## src/rtl/fixed_point_requantizer.sv

```systemverilog
`default_nettype none
// ============================================================================
// Module      : fixed_point_requantizer
// Description : Streaming fixed-point format converter with rounding and
//               saturation. Two-stage valid/ready pipeline (align+round,
//               then saturate) with per-sample, sticky and counted
//               saturation status.
// Revision    : 1.0 - initial release
// ============================================================================
module fixed_point_requantizer #(
    parameter int IN_BITS   = 16,
    parameter int IN_FRAC   = 15,
    parameter int OUT_BITS  = 8,
    parameter int OUT_FRAC  = 7,
    parameter int IS_SIGNED = 1,
    parameter int ROUND     = 1
) (
    input  logic                clk,
    input  logic                reset_n,
    input  logic                in_valid,
    output logic                in_ready,
    input  logic [IN_BITS-1:0]  in_data,
    output logic                out_valid,
    input  logic                out_ready,
    output logic [OUT_BITS-1:0] out_data,
    output logic                out_sat,
    input  logic                sat_clear,
    output logic                sat_sticky,
    output logic [15:0]         sat_count
);

    localparam int C_IN_WHOLE  = IN_BITS - IN_FRAC;
    localparam int C_OUT_WHOLE = OUT_BITS - OUT_FRAC;
    localparam int C_SHIFT     = IN_FRAC - OUT_FRAC;
    // Two guard bits: one for the rounding carry, one so unsigned values stay positive.
    localparam int C_MID_W     = ((C_IN_WHOLE > C_OUT_WHOLE) ? C_IN_WHOLE : C_OUT_WHOLE)
                                 + OUT_FRAC + 2;
    localparam int C_EXT_W     = C_MID_W + ((C_SHIFT > 0) ? C_SHIFT : 0);

    localparam logic signed [C_MID_W-1:0] C_MAX = (IS_SIGNED != 0) ?
        C_MID_W'((64'sd1 <<< (OUT_BITS - 1)) - 64'sd1) :
        C_MID_W'((64'sd1 <<< OUT_BITS) - 64'sd1);
    localparam logic signed [C_MID_W-1:0] C_MIN = (IS_SIGNED != 0) ?
        C_MID_W'(-(64'sd1 <<< (OUT_BITS - 1))) : '0;

    // Pipeline and status state
    logic                       s1_valid_q, s1_valid_d;
    logic signed [C_MID_W-1:0]  s1_data_q,  s1_data_d;
    logic                       out_valid_q, out_valid_d;
    logic [OUT_BITS-1:0]        out_data_q,  out_data_d;
    logic                       out_sat_q,   out_sat_d;
    logic                       sat_sticky_q, sat_sticky_d;
    logic [15:0]                sat_count_q,  sat_count_d;

    logic                       adv;
    logic                       xfer_sat;
    logic                       ext_bit;
    logic signed [C_EXT_W-1:0]  ext_in;
    logic signed [C_MID_W-1:0]  aligned;
    logic                       sat_hi;
    logic                       sat_lo;
    logic signed [C_MID_W-1:0]  sat_val;
    logic                       unused_sat_msbs;

    // Sign- or zero-extend so that every later operation is plain signed math.
    assign ext_bit = (IS_SIGNED != 0) ? in_data[IN_BITS-1] : 1'b0;
    assign ext_in  = {{(C_EXT_W - IN_BITS){ext_bit}}, in_data};

    generate
        if (C_SHIFT > 0) begin : g_shr
            logic signed [C_EXT_W-1:0] half_lsb;
            logic signed [C_EXT_W-1:0] rounded;
            logic                      unused_round_bits;
            assign half_lsb = (ROUND != 0) ? (C_EXT_W'(1) << (C_SHIFT - 1)) : '0;
            assign rounded  = ext_in + half_lsb;
            // Taking the top bits is the arithmetic right shift by C_SHIFT.
            assign aligned  = rounded[C_EXT_W-1:C_SHIFT];
            assign unused_round_bits = ^rounded[C_SHIFT-1:0];
        end else begin : g_shl
            assign aligned = ext_in <<< (-C_SHIFT);
        end
    endgenerate

    // Clamp the aligned S1 value into the output range.
    always_comb begin
        sat_hi  = (s1_data_q > C_MAX);
        sat_lo  = (s1_data_q < C_MIN);
        sat_val = s1_data_q;
        if (sat_hi) begin
            sat_val = C_MAX;
        end else if (sat_lo) begin
            sat_val = C_MIN;
        end
    end

    assign unused_sat_msbs = ^sat_val[C_MID_W-1:OUT_BITS];

    assign adv      = !out_valid_q || out_ready;
    assign xfer_sat = out_valid_q && out_ready && out_sat_q;

    // Next-state: global stall pipeline plus saturation status bookkeeping.
    always_comb begin
        s1_valid_d   = s1_valid_q;
        s1_data_d    = s1_data_q;
        out_valid_d  = out_valid_q;
        out_data_d   = out_data_q;
        out_sat_d    = out_sat_q;
        sat_sticky_d = sat_sticky_q;
        sat_count_d  = sat_count_q;

        if (adv) begin
            s1_valid_d  = in_valid;
            if (in_valid) begin
                s1_data_d = aligned;
            end
            out_valid_d = s1_valid_q;
            if (s1_valid_q) begin
                out_data_d = sat_val[OUT_BITS-1:0];
                out_sat_d  = sat_hi || sat_lo;
            end else begin
                out_sat_d  = 1'b0;
            end
        end

        if (sat_clear) begin
            sat_sticky_d = xfer_sat;
            sat_count_d  = {15'd0, xfer_sat};
        end else if (xfer_sat) begin
            sat_sticky_d = 1'b1;
            if (sat_count_q != 16'hFFFF) begin
                sat_count_d = sat_count_q + 16'd1;
            end
        end
    end

    // State registers with asynchronous active-low reset.
    always_ff @(posedge clk or negedge reset_n) begin
        if (!reset_n) begin
            s1_valid_q   <= 1'b0;
            s1_data_q    <= '0;
            out_valid_q  <= 1'b0;
            out_data_q   <= '0;
            out_sat_q    <= 1'b0;
            sat_sticky_q <= 1'b0;
            sat_count_q  <= 16'd0;
        end else begin
            s1_valid_q   <= s1_valid_d;
            s1_data_q    <= s1_data_d;
            out_valid_q  <= out_valid_d;
            out_data_q   <= out_data_d;
            out_sat_q    <= out_sat_d;
            sat_sticky_q <= sat_sticky_d;
            sat_count_q  <= sat_count_d;
        end
    end

    assign in_ready   = adv;
    assign out_valid  = out_valid_q;
    assign out_data   = out_data_q;
    assign out_sat    = out_sat_q;
    assign sat_sticky = sat_sticky_q;
    assign sat_count  = sat_count_q;

endmodule
`default_nettype wire

```

## config.mk

```make
export PLATFORM = sky130hd
export DESIGN_NAME = fixed_point_requantizer
export DESIGN_NICKNAME = d
export VERILOG_FILES = /design/src/rtl/fixed_point_requantizer.sv
export SDC_FILE = /design/constraint.sdc
export NUM_CORES = 1
export LEC_CHECK = 0
export BUFFER_PORTS_ARGS = -buffer_cell sky130_fd_sc_hd__buf_4
export CAP_MARGIN = 20
export CORE_MARGIN = 2
export CORE_UTILIZATION = 53
export DETAILED_ROUTE_END_ITERATION = 10
export PLACE_DENSITY_LB_ADDON = 0.3
export SLEW_MARGIN = 15
export SYNTH_ARGS = -nofsm -noshare
export SYNTH_HDL_FRONTEND = slang
export SYNTH_SLANG_ARGS = --single-unit
```

## constraint.sdc

```tcl
create_clock -name clk -period 2 [get_ports clk]
set_input_delay 0.2 -clock clk [delete_from_list [all_inputs] [get_ports clk]]
set_output_delay 0.2 -clock clk [all_outputs]
set_load 0.01 [all_outputs]
```

# Word level (Yosys, flattened, before mapping)

Index checks and enable logic that the tools add are counted.

$add $sub $neg: 2
Magnitude comparators: 2
Equality and inequality tests: 1
Mux-type cells: 8
Reduce and logical (&&, ||, !) cells: 10

Operators with widths:

| operator                                                      | number |
|---|---|
| 2-to-1 mux 16 bit                                             | 3 |
| adder 16 x 9 -> 17 bit, second input constant                 | 1 |
| adder 16 x 1 -> 16 bit, second input constant                 | 1 |
| 2-to-1 mux 8 bit                                              | 2 |
| != test 16 bit, second input constant                         | 1 |
| greater-than comparator 9 x 8 -> 1 bit, second input constant | 1 |
| < comparator 9 x 8 -> 1 bit, second input constant            | 1 |
| AND reduction 2 bit                                           | 3 |
| nonzero test 2 bit                                            | 2 |
| 2-to-1 mux 1 bit                                              | 3 |
| logical AND 1 bit                                             | 2 |
| logical OR 1 bit                                              | 2 |
| zero test 1 bit                                               | 1 |

Flip-flop bits (word level): 37
Bits of input ports: 21
Output and inout bits: 28
Logic and storage cells: 30

# Logic depth before layout (Yosys ltp)

Word-level depth: 4
Mapped depth: 6
Gate-level depth less buffers: 5

# Least setup slack after synthesis

OpenSTA, ideal clock, no wires.

Kind: register to register
Start point: register sat_count_q[1], in the netlist sat_count[1]
End point: register sat_count_q[10], in the netlist sat_count[10]
Setup time: 125 ps
Arrival: 1756 ps
Data required time: 1875 ps
Path slack: 119 ps
Cell stages (with the launch flop): 7
Cells stage by stage: dfrtp_1 -> ha_1 -> nand4_1 -> or2_0 -> buf_2 -> nor4_1 -> mux2_2

Longest elaborated chain between the ends: 4
Elaborated cells on any way between the ends: 7

Ends and longest elaborated chain:

| element                | RTL line | source |
|---|---|---|
| start, declared        | 53       | `logic [15:0] sat_count_q, sat_count_d;` |
| start signal, assigned | 153      | `sat_count_q <= sat_count_d;` |
| adder 16 x 1 -> 16 bit | 131      | `sat_count_d = sat_count_q + 16'd1;` |
| 2-to-1 mux 16 bit      | 130      | `if (sat_count_q != 16'hFFFF) begin` |
| 2-to-1 mux 16 bit      | 128      | `end else if (xfer_sat) begin` |
| 2-to-1 mux 16 bit      | 125      | `if (sat_clear) begin` |

Several ways; a longest one is shown, not always the timed one. The select of a mux whose other input is x is not followed.
A chain may end at the register's enable or synchronous reset.

# Worst setup path after layout

Start point: register sat_count_q[0], in the netlist sat_count[0]
End point: register sat_count_q[10], in the netlist sat_count[10]

Same word-level chain as after synthesis.

==> impl_metrics.tcl <==
set metrics [dict create \
    start_util 0.545 \
    synth_seq_cells 37 \
    root_buffer "clkbuf_8" \
    r2r_slack_ns 0.12 \
    track_usage 0.211 \
    critical_path_required_ns 2.17 \
    final_cells 317 \
    wl_met3_microns 152 \
    worstHoldPathType "primary input to flip-flop" \
    finish.net_count 292 \
    drt-met1-wl_mm 1.72 \
    post-dp-hpwl_mm 2.85 \
    post-cts-setup-buffers 0 \
    area_growth_pct 24.0 \
    synthCells 224 \
    path_delay_family "simple AND/OR/NAND/NOR gates" \
    worstSetupPathType "flip-flop to flip-flop" \
    seq_area_frac_synth 0.468 \
    crit_slowest_cell "nor4_1" \
    clkTransAtPathRegs_ns 0.07 \
    num_vias 1726 \
    cp.arrival_ns 2.05 \
    fillCellCount 308 \
    ys_types 35 \
    end_kind "flip-flop" \
    synth_edf_count 0 \
    syn-cell-area_sq_um 1980 \
    ctsResizeCount 0 \
    combPwrFrac 0.208 \
    relSlewSlack 0.688 \
    swShare 0.285 \
    crit_fanout 7 \
    cts_tree "done" \
    synth_nets 247 \
    rr_worst_depth 5 \
    row_count 22 \
    route.detailed.drc 0 \
    cts_made_buffers 5 \
    finalHoldViolations 0 \
    postLayoutCoreUtil 0.676 \
    worst_slew_pin_slew_ns 0.467 \
    fmax_mhz 532 \
    gp_congestion 0.844 \
    p_clk_frac 0.285 \
    slowest_delay_ns 0.38 \
    first_pass_iters 4 \
    placed_area_sq_um 2360 \
    drt.antenna.violating_nets 0 \
    p_int_w 0.00132 \
    grt_antenna_before_repair 0 \
    critPathLaunchType "flip-flop" \
    holdPathEnd "s1_data_q[7]" \
    clock-sinks 37 \
    viasPerCell 5.44 \
    synth_ff_type "dfrtp_1" \
    drive_above_1_share 0.238 \
    drt_iter0_drc 127 \
    multiInputGateArea_sq_um 982 \
    min_path_cells 3 \
    r2r-end "sat_count[10]" \
    avgSynthCellArea_sq_um 8.84 \
    fin_skew_ns 0.00437 \
    hold_start "in_data[15]" \
    io_pins 49 \
    place_inst 309 \
    top_layer "met4" \
    path_buf_inv 0 \
    wl_met2_mm 2.02 \
    die_w_microns 65.1 \
    status "finished, final reports clean" \
    reg2reg_from "sat_count[0]" \
    port_buffers 41 \
    wl_per_cell_microns 12.5 \
    clock_latency_ns 0.28 \
    seqCellArea_sq_um 926 \
    rsz0062_at_grt "false" \
    core_sq_um 3630 \
    dieArea_sq_um 4240 \
    finalCritPeriodShare 0.940 \
    final_max_slew_viol_count 0 \
    grt-ovfl-total 0 \
    vdd_drop_max_mv 0.471 \
    ys_warn_count 0 \
    finalSetupTns_ns 0 \
    clock_path_buffers 2 \
    grt_pass1_vias 1647 \
    switching_power_w 0.000526 \
    setup_viol 0 \
    p_leak_nw 1.10 \
    sequentialPowerShare 0.507 \
    power_density_nw_per_um2 751 \
    final_area_sq_um 2450 \
    synthArstFlopShare 1.00 \
    drt_wl_total_mm 3.96 \
    cts-htree-levels 2 \
    dieHeight_microns 65.1 \
    cap_violations 0 \
    min_period_ns 1.88 \
    grt_start_max_net_pins 38 \
    crit_chain "ha_1 > nand4_1 > or2_0 > nor4_1 > mux2_2" \
    diodes 0 \
    grt_pass1_wl_mm 7.04 \
]
[stage by stage]
stage	hold WS [ns]	total power, W	worst slack, ns
after global placement	0.188	0.00133	0.180
after CTS	0.204	0.00186	0.118
after floorplan	-0.0956	0.00114	0.119
after global routing	0.215	0.00196	0.0101
after detailed placement	0.189	0.00134	0.131
final	0.206	0.00184	0.121
[final cells by class]
| cell class | count | area share |
|---|---|---|
| Clock buffer | 7 | 0.0352 |
| Inverter | 6 | 0.00917 |
| Multi-Input combinational cell | 169 | 0.400 |
| Sequential cell | 37 | 0.377 |
| Tap cell | 48 | 0.0245 |
| Timing Repair Buffer | 50 | 0.154 |
[cell families (layout without fill, tap and decap cells)]
logic type               count (synthesis)  in the layout  synth area share
multiplexers                             9              9            0.0512
XOR/XNOR                                 8              8            0.0354
AO/OA/AOI/OAI                           51             51             0.145
adder cells (fa/ha/maj)                  2              2            0.0126
buffers and inverters                   18             63            0.0360
flip-flops                              37             37             0.468
AND/OR/NAND/NOR                         99             99             0.252
[flip-flops by register name (all words and copies together), names as in the netlist]
register,cells
s1_data_q,9
out_sat,1
s1_valid_q,1
out_valid,1
sat_sticky,1
sat_count,16
out_data,8
[routing by layer]
layer | vias to the layer above | GRT usage
met3 | 9 | 0.0462
met2 | 37 | 0.390
met1 | 802 | 0.242
met4 | 0 | 0.0651
li1 | 878 | -
met5 | - | 0
[worst reg2reg max path: stages, from the launching register on]
cell     delay [ns]
dfrtp_1        0.35
ha_1           0.20
nand4_1        0.12
or2_0          0.36
nor4_1         0.38
mux2_2         0.37
[cell usage in the layout, fill, tap and decap left out, types with 2 or more instances in the layout]
cell,count
nor2b_1,7
inv_1,6
nand2b_1,3
a21oi_1,12
buf_4,49
nand3_1,8
nor2_1,14
and4_1,3
nand2_1,38
clkbuf_8,6
nor4_1,3
o31ai_1,4
nand4_1,10
ha_1,2
dfrtp_1,37
o21ai_0,27
xnor2_1,7
a211oi_1,3
mux2_2,8
nand3b_1,2
or4_1,4
and3_1,2
[synthesized netlist by cell type, types with 4 or more instances]
| master | number | area share |
|---|---|---|
| mux2_2 | 8 | 0.046 |
| nand2_1 | 38 | 0.072 |
| dfrtp_1 | 37 | 0.47 |
| a21oi_1 | 12 | 0.030 |
| nor2b_1 | 7 | 0.022 |
| nor2_1 | 14 | 0.027 |
| nand4_1 | 10 | 0.032 |
| o21ai_0 | 27 | 0.068 |
| clkbuf_1 | 7 | 0.013 |
| nand3_1 | 8 | 0.020 |
| or4_1 | 4 | 0.015 |
| inv_1 | 6 | 0.011 |
| o31ai_1 | 4 | 0.015 |
| xnor2_1 | 7 | 0.031 |
[power groups by stage]
| stage | Sequential (W) | Clock (W) | Combinational (W) |
|---|---|---|---|
| CTS | 0.000937 | 0.000536 | 0.000390 |
| finish | 0.000936 | 0.000526 | 0.000383 |
| detailed placement | 0.000951 | 0 | 0.000388 |
| global route | 0.000953 | 0.000570 | 0.000435 |
| global placement | 0.000947 | 0 | 0.000380 |
| floorplan | 0.000956 | 0 | 0.000184 |
[what timing repair did]
item                                    in CTS  in global routing
endpoints found under the setup margin       0                  0
hold buffers                                 1                  0
endpoints found under the hold margin       37                  0
[how the worst max path moves through the flow]
stage,from,end,depth (start not counted)
after floorplan,sat_count[1],sat_count[10],6
after global placement,sat_count[0],sat_count[10],5
after detailed placement,sat_count[0],sat_count[10],5
after CTS,sat_count[0],sat_count[10],5
after global routing,sat_count[0],sat_count[10],5
final,sat_count[0],sat_count[10],5
Power figures use the tool's default switching activity.
